<file path="config.mk">
export PLATFORM = sky130hd
export DESIGN_NAME = imm_gen_pipe
export DESIGN_NICKNAME = d
export VERILOG_FILES = /design/src/rtl/imm_gen_pkg.sv /design/src/rtl/imm_decode.sv /design/src/rtl/imm_gen_pipe.sv
export SDC_FILE = /design/constraint.sdc
export NUM_CORES = 1
export LEC_CHECK = 0
export ABC_AREA = 1
export CAP_MARGIN = 20
export CORE_MARGIN = 8
export CORE_UTILIZATION = 52
export DETAILED_ROUTE_END_ITERATION = 8
export PLACE_DENSITY = 0.81
export SLEW_MARGIN = 20
export SYNTH_ARGS = -nofsm -noshare
export SYNTH_HDL_FRONTEND = slang
export SYNTH_SLANG_ARGS = --single-unit
</file>
<file path="constraint.sdc">
create_clock -name CLK -period 3.8 [get_ports CLK]
set_input_delay 0.76 -clock CLK [delete_from_list [all_inputs] [get_ports CLK]]
set_output_delay 0.76 -clock CLK [all_outputs]
set_load 0.02 [all_outputs]
</file>
<file path="src/rtl/imm_gen_pkg.sv">
// imm_gen_pkg: shared constants for the immediate generator.
//   - imm_type_e : IMM_TYPE output encoding (NONE=0, I=1, S=2, B=3, U=4, J=5, Z=6)
//   - Op*        : RV32/RV64 base major opcodes (INSTRUCTION[6:0])
package imm_gen_pkg;

    typedef enum logic [2:0] {
        ImmNone = 3'd0,
        ImmI    = 3'd1,
        ImmS    = 3'd2,
        ImmB    = 3'd3,
        ImmU    = 3'd4,
        ImmJ    = 3'd5,
        ImmZ    = 3'd6
    } imm_type_e;

    localparam logic [6:0] OpLoad   = 7'b0000011;
    localparam logic [6:0] OpImm    = 7'b0010011;
    localparam logic [6:0] OpJalr   = 7'b1100111;
    localparam logic [6:0] OpStore  = 7'b0100011;
    localparam logic [6:0] OpBranch = 7'b1100011;
    localparam logic [6:0] OpLui    = 7'b0110111;
    localparam logic [6:0] OpAuipc  = 7'b0010111;
    localparam logic [6:0] OpJal    = 7'b1101111;
    localparam logic [6:0] OpSystem = 7'b1110011;

endpackage

</file>
<file path="src/rtl/imm_decode.sv">
// imm_decode: purely combinational immediate formatter.
//   instr_i    : 32-bit RV32/RV64 base instruction word
//   imm_o      : immediate, sign-extended from instr_i[31] to XLEN (Z zero-extended)
//   imm_type_o : format code (imm_gen_pkg::imm_type_e)
// Optional feature macro IMM_GEN_CSR_EN: decodes SYSTEM opcode as Z (funct3[2]=1,
// zimm in rs1 field) or I (funct3[2]=0). Without it SYSTEM decodes as NONE.
module imm_decode
    import imm_gen_pkg::*;
#(
    parameter int unsigned XLEN = 32
) (
    input  logic [31:0]     instr_i,
    output logic [XLEN-1:0] imm_o,
    output imm_type_e       imm_type_o
);

    logic [6:0]  opcode;
    logic [31:0] imm32;

    assign opcode = instr_i[6:0];

    always_comb begin
        imm32      = '0;
        imm_type_o = ImmNone;
        case (opcode)
            OpLoad, OpImm, OpJalr: begin
                imm32      = {{20{instr_i[31]}}, instr_i[31:20]};
                imm_type_o = ImmI;
            end
            OpStore: begin
                imm32      = {{20{instr_i[31]}}, instr_i[31:25], instr_i[11:7]};
                imm_type_o = ImmS;
            end
            OpBranch: begin
                imm32      = {{19{instr_i[31]}}, instr_i[31], instr_i[7], instr_i[30:25],
                              instr_i[11:8], 1'b0};
                imm_type_o = ImmB;
            end
            OpLui, OpAuipc: begin
                imm32      = {instr_i[31:12], 12'b0};
                imm_type_o = ImmU;
            end
            OpJal: begin
                imm32      = {{11{instr_i[31]}}, instr_i[31], instr_i[19:12], instr_i[20],
                              instr_i[30:21], 1'b0};
                imm_type_o = ImmJ;
            end
`ifdef IMM_GEN_CSR_EN
            OpSystem: begin
                if (instr_i[14]) begin
                    // zimm lives in the rs1 field; bit 31 of imm32 stays 0 so the
                    // signed widening below zero-extends it.
                    imm32      = {27'b0, instr_i[19:15]};
                    imm_type_o = ImmZ;
                end else begin
                    imm32      = {{20{instr_i[31]}}, instr_i[31:20]};
                    imm_type_o = ImmI;
                end
            end
`endif
            default: begin
                imm32      = '0;
                imm_type_o = ImmNone;
            end
        endcase
    end

    // Every format is built as 32 bits then widened with bit 31 as sign.
    assign imm_o = XLEN'($signed(imm32));

endmodule

</file>
<file path="src/rtl/imm_gen_pipe.sv">
// imm_gen_pipe: one-cycle-latency immediate generator with a two-entry
// (output register + skid register) valid/ready buffer.
//   CLK, RESET (async, active-high), FLUSH (sync discard of both entries)
//   IN_VALID / IN_READY / INSTRUCTION / IN_TAG   : upstream handshake
//   OUT_VALID / OUT_READY / IMMEDIATE / IMM_TYPE / OUT_TAG : downstream handshake
// Parameters: XLEN (32 or 64), TAG_W (sideband tag width).
// Optional feature macro IMM_GEN_CSR_EN (see imm_decode).
module imm_gen_pipe
    import imm_gen_pkg::*;
#(
    parameter int unsigned XLEN  = 32,
    parameter int unsigned TAG_W = 8
) (
    input  logic             CLK,
    input  logic             RESET,
    input  logic             FLUSH,
    input  logic             IN_VALID,
    output logic             IN_READY,
    input  logic [31:0]      INSTRUCTION,
    input  logic [TAG_W-1:0] IN_TAG,
    output logic             OUT_VALID,
    input  logic             OUT_READY,
    output logic [XLEN-1:0]  IMMEDIATE,
    output logic [2:0]       IMM_TYPE,
    output logic [TAG_W-1:0] OUT_TAG
);

    logic [XLEN-1:0]  dec_imm;
    imm_type_e        dec_type;

    logic             out_valid_q, out_valid_d;
    logic [XLEN-1:0]  out_imm_q, out_imm_d;
    imm_type_e        out_type_q, out_type_d;
    logic [TAG_W-1:0] out_tag_q, out_tag_d;

    logic             skid_valid_q, skid_valid_d;
    logic [XLEN-1:0]  skid_imm_q, skid_imm_d;
    imm_type_e        skid_type_q, skid_type_d;
    logic [TAG_W-1:0] skid_tag_q, skid_tag_d;

    logic             in_fire;
    logic             out_free;

    imm_decode #(
        .XLEN (XLEN)
    ) u_decode (
        .instr_i    (INSTRUCTION),
        .imm_o      (dec_imm),
        .imm_type_o (dec_type)
    );

    // IN_READY depends only on a flop, so no combinational path from OUT_READY.
    assign IN_READY = ~skid_valid_q;
    assign in_fire  = IN_VALID & ~skid_valid_q;
    // Output register can take a new entry this cycle (empty or draining).
    assign out_free = ~out_valid_q | OUT_READY;

    always_comb begin
        out_valid_d  = out_valid_q;
        out_imm_d    = out_imm_q;
        out_type_d   = out_type_q;
        out_tag_d    = out_tag_q;
        skid_valid_d = skid_valid_q;
        skid_imm_d   = skid_imm_q;
        skid_type_d  = skid_type_q;
        skid_tag_d   = skid_tag_q;

        if (FLUSH) begin
            out_valid_d  = 1'b0;
            skid_valid_d = 1'b0;
        end else if (out_free) begin
            if (skid_valid_q) begin
                // Older entry first; in_fire is 0 here because the skid is full.
                out_valid_d  = 1'b1;
                out_imm_d    = skid_imm_q;
                out_type_d   = skid_type_q;
                out_tag_d    = skid_tag_q;
                skid_valid_d = 1'b0;
            end else if (in_fire) begin
                out_valid_d = 1'b1;
                out_imm_d   = dec_imm;
                out_type_d  = dec_type;
                out_tag_d   = IN_TAG;
            end else begin
                out_valid_d = 1'b0;
            end
        end else if (in_fire) begin
            // Output stalled: park the new entry behind it.
            skid_valid_d = 1'b1;
            skid_imm_d   = dec_imm;
            skid_type_d  = dec_type;
            skid_tag_d   = IN_TAG;
        end
    end

    always_ff @(posedge CLK or posedge RESET) begin
        if (RESET) begin
            out_valid_q  <= 1'b0;
            out_imm_q    <= '0;
            out_type_q   <= ImmNone;
            out_tag_q    <= '0;
            skid_valid_q <= 1'b0;
            skid_imm_q   <= '0;
            skid_type_q  <= ImmNone;
            skid_tag_q   <= '0;
        end else begin
            out_valid_q  <= out_valid_d;
            out_imm_q    <= out_imm_d;
            out_type_q   <= out_type_d;
            out_tag_q    <= out_tag_d;
            skid_valid_q <= skid_valid_d;
            skid_imm_q   <= skid_imm_d;
            skid_type_q  <= skid_type_d;
            skid_tag_q   <= skid_tag_d;
        end
    end

    assign OUT_VALID = out_valid_q;
    assign IMMEDIATE = out_imm_q;
    assign IMM_TYPE  = out_type_q;
    assign OUT_TAG   = out_tag_q;

endmodule

</file>
======== Word-level counts from Yosys, hierarchy flattened ========
Index checks and enable logic that the tools add are counted.
word-level totals
  flip-flop bits (word level) ............. 88
  logic and storage cells ................. 44
cells by class
  equal/unequal tests ..................... 8
  multiplexer cells ....................... 15
  bitwise logic cells ..................... 6
  reduce and logical (&&, ||, !) cells .... 7
operators by type and width
  cell                number
  $pmux 32 s5         1
  $mux 32             2
  $eq 7x7->1 const B  3
  $mux 8              2
  $pmux 3 s5          1
  $eq 7x5->1 const B  2
  $eq 7x6->1 const B  2
  $eq 7x2->1 const B  1
  $mux 1              7
  $mux 3              2
  $reduce_and 3->1    2
  $not 1->1           4
  $reduce_bool 2->1   2
  $reduce_bool 3->1   1
  $reduce_or 3->1     1
  $reduce_or 2->1     1
  $and 1x1->1         1
  $or 1x1->1          1

======== Depth between registers and ports, before layout ========
  depth after elaboration ................. 6
  gate-level depth with buffers ........... 11
  depth with buffers taken out ............ 10

======== Modules after synthesis ========
From an unflattened synthesis, not the netlist that was laid out.
unflattened totals
  cell total of the unflattened synthesis .. 690
  area total of the unflattened synthesis .. 4,868.4 um2
by module, submodules not included
  module        instances  cells an instance  area an instance (um2)
  imm_gen_pipe  1          526                4,075.2
  imm_decode    1          164                793.3

======== Worst setup path after synthesis ========
Ideal clock, no wire load.
  path type ............................... input -> register
  from .................................... in INSTRUCTION[4]
  to ...................................... reg out_imm_q[28], in the netlist IMMEDIATE[28]
  library setup time ...................... 0.117 ns
  arrival ................................. 1.665 ns
  required time ........................... 3.683 ns
  slack ................................... 2.018 ns
  stages on the path ...................... 11
  path buffers ............................ 2
  path through ............................ inv_1 -> nand2_1 -> inv_1 -> nand3_1 -> nand3_1 -> nand2_2 -> buf_6 -> buf_6 -> nand3_1 -> nand2_1 -> nand2_1
between the ends
  cells in the longest elaborated chain, start to end .. 5
  elaborated cells between the ends (all ways) .. 13
  those cells by class .................... 8 x eq/ne; 3 x mux; 2 x reduce/logical
ends and longest elaborated chain
  element                                                    RTL line             text
  from (decl)                                                imm_gen_pipe.sv:19   input logic [31:0] INSTRUCTION,
  $eq 7x2->1 (tied with other cells)                         imm_decode.sv:25     case (opcode)
  $reduce_or 3->1 / $reduce_or 2->1 (equally long branches)  imm_decode.sv:25
  $pmux 32 s5 *                                              imm_decode.sv:25
  $mux 32 *                                                  imm_gen_pipe.sv:79   end else if (in_fire) begin
  $mux 32 *                                                  imm_gen_pipe.sv:72   if (skid_valid_q) begin
  to (signal assigned)                                       imm_gen_pipe.sv:108  out_imm_q <= out_imm_d;
  to (decl)                                                  imm_gen_pipe.sv:32   logic [XLEN-1:0] out_imm_q, out_imm_d;
Mark *: on every way between the ends. The rest lies on a longest branch, timed or not. The select of a mux whose other input is x is not followed.
A chain may end at the register's enable or synchronous reset.

======== Final worst setup path ========
  from .................................... reg skid_valid_q
  to ...................................... out IN_READY
between the ends
  cells in the longest elaborated chain, start to end .. 1
ends and longest elaborated chain
  element                 RTL line             text
  from (decl)             imm_gen_pipe.sv:36   logic skid_valid_q, skid_valid_d;
  from (signal assigned)  imm_gen_pipe.sv:111  skid_valid_q <= skid_valid_d;
  $not 1->1               imm_gen_pipe.sv:53   assign IN_READY = ~skid_valid_q;
  to (decl)               imm_gen_pipe.sv:18   output logic IN_READY,
No other way between the ends.

==> impl_metrics.ini <==
[status]
run_status = finished clean

[setup_path]
cell_chain_critical_path = inv_4, clkdlybuf4s50_1
setup.reg_to_reg.worst_slack_ps = 1830
delay_of_the_slowest_critical_path_stage_ps = 630
worst_setup_ep_type = output pin
worstReg2RegStart = skid_valid_q
critical_path.max_fanout = 8
criticalPathCategory = reg -> out
cp-start-kind = register
cp_data_arrival_time_ps = 1630
critPathSlowestCell = clkdlybuf4s50_1
worstRegToRegCells = 7
critical_path_required_ps = 3040
critical_path.reg2reg.endpoint = IMMEDIATE[10]

[finish]
design_area_um2 = 5490
post_route_cells_drive_above_1_share_pct = 6.88
register_area_um2 = 2200
multiInputGateArea_um2 = 1790
filler_cell_count = 702
final_net_count = 694
diodes = 0
layout-area-overhead-vs-synth_pct = 24.2

[die]
pin_count = 90
rows = 33
die_height_um = 108
initial_cell_density_of_the_core_pct = 53.8
design.core.area_um2 = 8220
dieArea_um2 = 11700
die_width_um = 108

[timing]
timing_worst_slew_pin_value_ps = 772
final-max-slew-violation-count = 0
achievable-frequency_ghz = 0.418
setup-tns-final_ps = 0
setup_viol = 0
max-slew-margin-rel_pct = 48.5
period_needed_ps = 2390
timing.final.hold_violations = 0
portion_of_the_clock_cycle_consumed_by_the_worst_path_in_the_final_layout_pct = 63.0
grt_setup_unrepaired = false
fin_worst_hold_slack_ps = 482
skew_ps = 10.7

[clocking]
clk_root_buffer_cell = clkbuf_8
clock_sinks = 88
cts.repair.resized = 0
post_cts.repair.setup_buffers = 0
cts_buffer_depth = 2
clkLatencyLatePin_ps = 360
htree_depth = 3
cts-buffers-inserted = 9
tritoncts = done
clkSlewWorstSetupHoldPaths_ps = 90
cts.hold.buffers_added = 0

[route]
drc_errors = 0
finalWirelength_um = 10700
vias = 4003
viasPerCell = 5.27
detail_route.wl_per_cell_um = 14.1
route.antenna.remaining_nets = 0
count_of_routing_violations_after_the_opening_detailed_route_iteration = 304
drt_pass1_iterations = 5

[power]
power_density_nw_per_um2 = 414
leakage_nw = 2.83
power.ir.vdd_worst_mv = 0.198

[yosys]
ys_seq_area_share_pct = 49.8
synthCells = 575
post-synth-top-area-cell = dfrtp_1
post_synth.cell_area_avg_um2 = 7.69
synth_seq_cells = 88
yosys.area_share.simple_pct = 29.3
yosys.area_share.adder_pct = 0
netlist_top_cells_area = dfrtp_1 50%, nand2_1 15%, nor2_1 8.2%, inv_1 4.0%, nand3_1 3.8%
synth_xor_area_share_pct = 0
synth_compound_gate_area_share_pct = 11.2
largest_family_of_logic_cells_by_synthesized_area = simple AND/OR/NAND/NOR gates
synth_warnings = 0
synth.cell_area_um2 = 4420
mappedNetlistNets = 620
synth_cell_type_count = 26
yosys-mux-area-fraction_pct = 0
proportion_of_netlist_area_held_by_the_largest_area_contributor_pct = 49.8

[placed_design]
port_buffers = 89
detailed_place_hpwl_um = 7510
last_weighted_congestion_value_of_the_routability_driven_placer = 0.932
detailed_place.area_um2 = 5290

[global_route]
global_route_wire_length_before_repair_um = 18200
number_of_global_route_vias_before_repair = 3816
grt_use_total_pct = 19.2
grt_start_max_net_pins = 81
number_of_antenna_violations_at_the_first_check_in_global_routing = 0
gr_ovfl_total = 0

[worst_hold_path]
number_of_cells_traversed_by_the_worst_hold_path = 2
timing.hold.worst_endpoint = IMMEDIATE[27]
min-delay-start = IMMEDIATE[27]
worst_min_path_class = reg -> reg

[run]
max_cap_violation_count = 0
synth_stat cells:
master / count
a21boi_0: 1
a21oi_1: 7
a31oi_1: 19
a31oi_2: 6
buf_2: 6
buf_4: 2
buf_6: 13
clkbuf_1: 11
dfrtp_1: 88
inv_1: 47
inv_2: 2
inv_4: 2
nand2_1: 175
nand2_2: 5
nand3_1: 34
nand4_1: 2
nor2_1: 97
nor2_2: 1
nor2_4: 1
nor3_1: 1
nor3_2: 1
nor3_4: 1
o211ai_1: 1
o21ai_0: 34
o21ai_1: 16
or2_2: 2
placed cells by master, fill, tap and decap left out, drive strengths merged:
master / n
or2: 2
a21oi: 7
nor3: 3
clkbuf: 11
nor2: 99
nand2: 180
buf: 6
clkdlybuf4s50: 89
clkinvlp: 2
a31oi: 25
nand3: 34
nand4: 2
bufinv: 1
o21ai: 50
inv: 50
clkinv: 3
a21boi: 1
dfrtp: 88
o211ai: 1
per-stage QoR:
stage	instances	total power [mW]	setup WS [ps]	util (%)
after floorplan	575	1.43	761	-
after global placement	742	1.60	1170	64.1
after detailed placement	743	1.62	1070	64.3
after CTS	759	2.29	1380	66.8
after global routing	759	2.40	1190	66.8
final	759	2.27	1410	66.8
area by class of cell:
class | count | share of cell area [%]
Clock buffer | 11 | 2.76
Inverter | 51 | 3.60
Tap cell | 105 | 2.39
Sequential cell | 88 | 40.1
Multi-Input combinational cell | 404 | 32.6
Timing Repair Buffer | 95 | 17.5
Clock inverter | 5 | 1.00
routing by layer:
layer	global-route usage (%)	wire (um)	vias to the layer above
li1	-	-	1962
met1	25.0	4740	1889
met2	29.3	4950	134
met3	5.89	813	18
met4	7.63	204	0
met5	0	0	-
worst max-delay path: cells and delay by family, from the launching register on:
family,cells,cell delay (ps)
buf+inv,2,740
flops,1,530
worst max path at each step:
stage | from | to | slack, ps
after floorplan | RESET | IMMEDIATE[0] | 760
final | skid_valid_q | IN_READY | 1410
after global routing | INSTRUCTION[4] | IMMEDIATE[23] | 1190
after global placement | OUT_READY | skid_type_q[1] | 1170
after detailed placement | INSTRUCTION[4] | IMMEDIATE[18] | 1070
after CTS | skid_valid_q | IN_READY | 1380
sequential cells by signal (all words and copies together) (netlist names):
signal	flops
IMMEDIATE	32
skid_imm_q	32
OUT_TAG	8
skid_tag_q	8
IMM_TYPE	3
skid_type_q	3
OUT_VALID	1
skid_valid_q	1
logic make-up (layout without fill, tap and decap cells):
family / count (synthesis) / in the layout
compound gates: 84 / 84
buf+inv: 83 / 162
flops: 88 / 88
simple gates: 320 / 320
report_power, final:
| part | internal, mW | total (mW) | switching, mW | leakage, nW |
|---|---|---|---|---|
| registers | 1.08 | 1.15 | 0.0758 | 1.14 |
| logic | 0.213 | 0.452 | 0.239 | 1.59 |
| clock network | 0.337 | 0.670 | 0.333 | 0.101 |
Power figures use the tool's default switching activity.
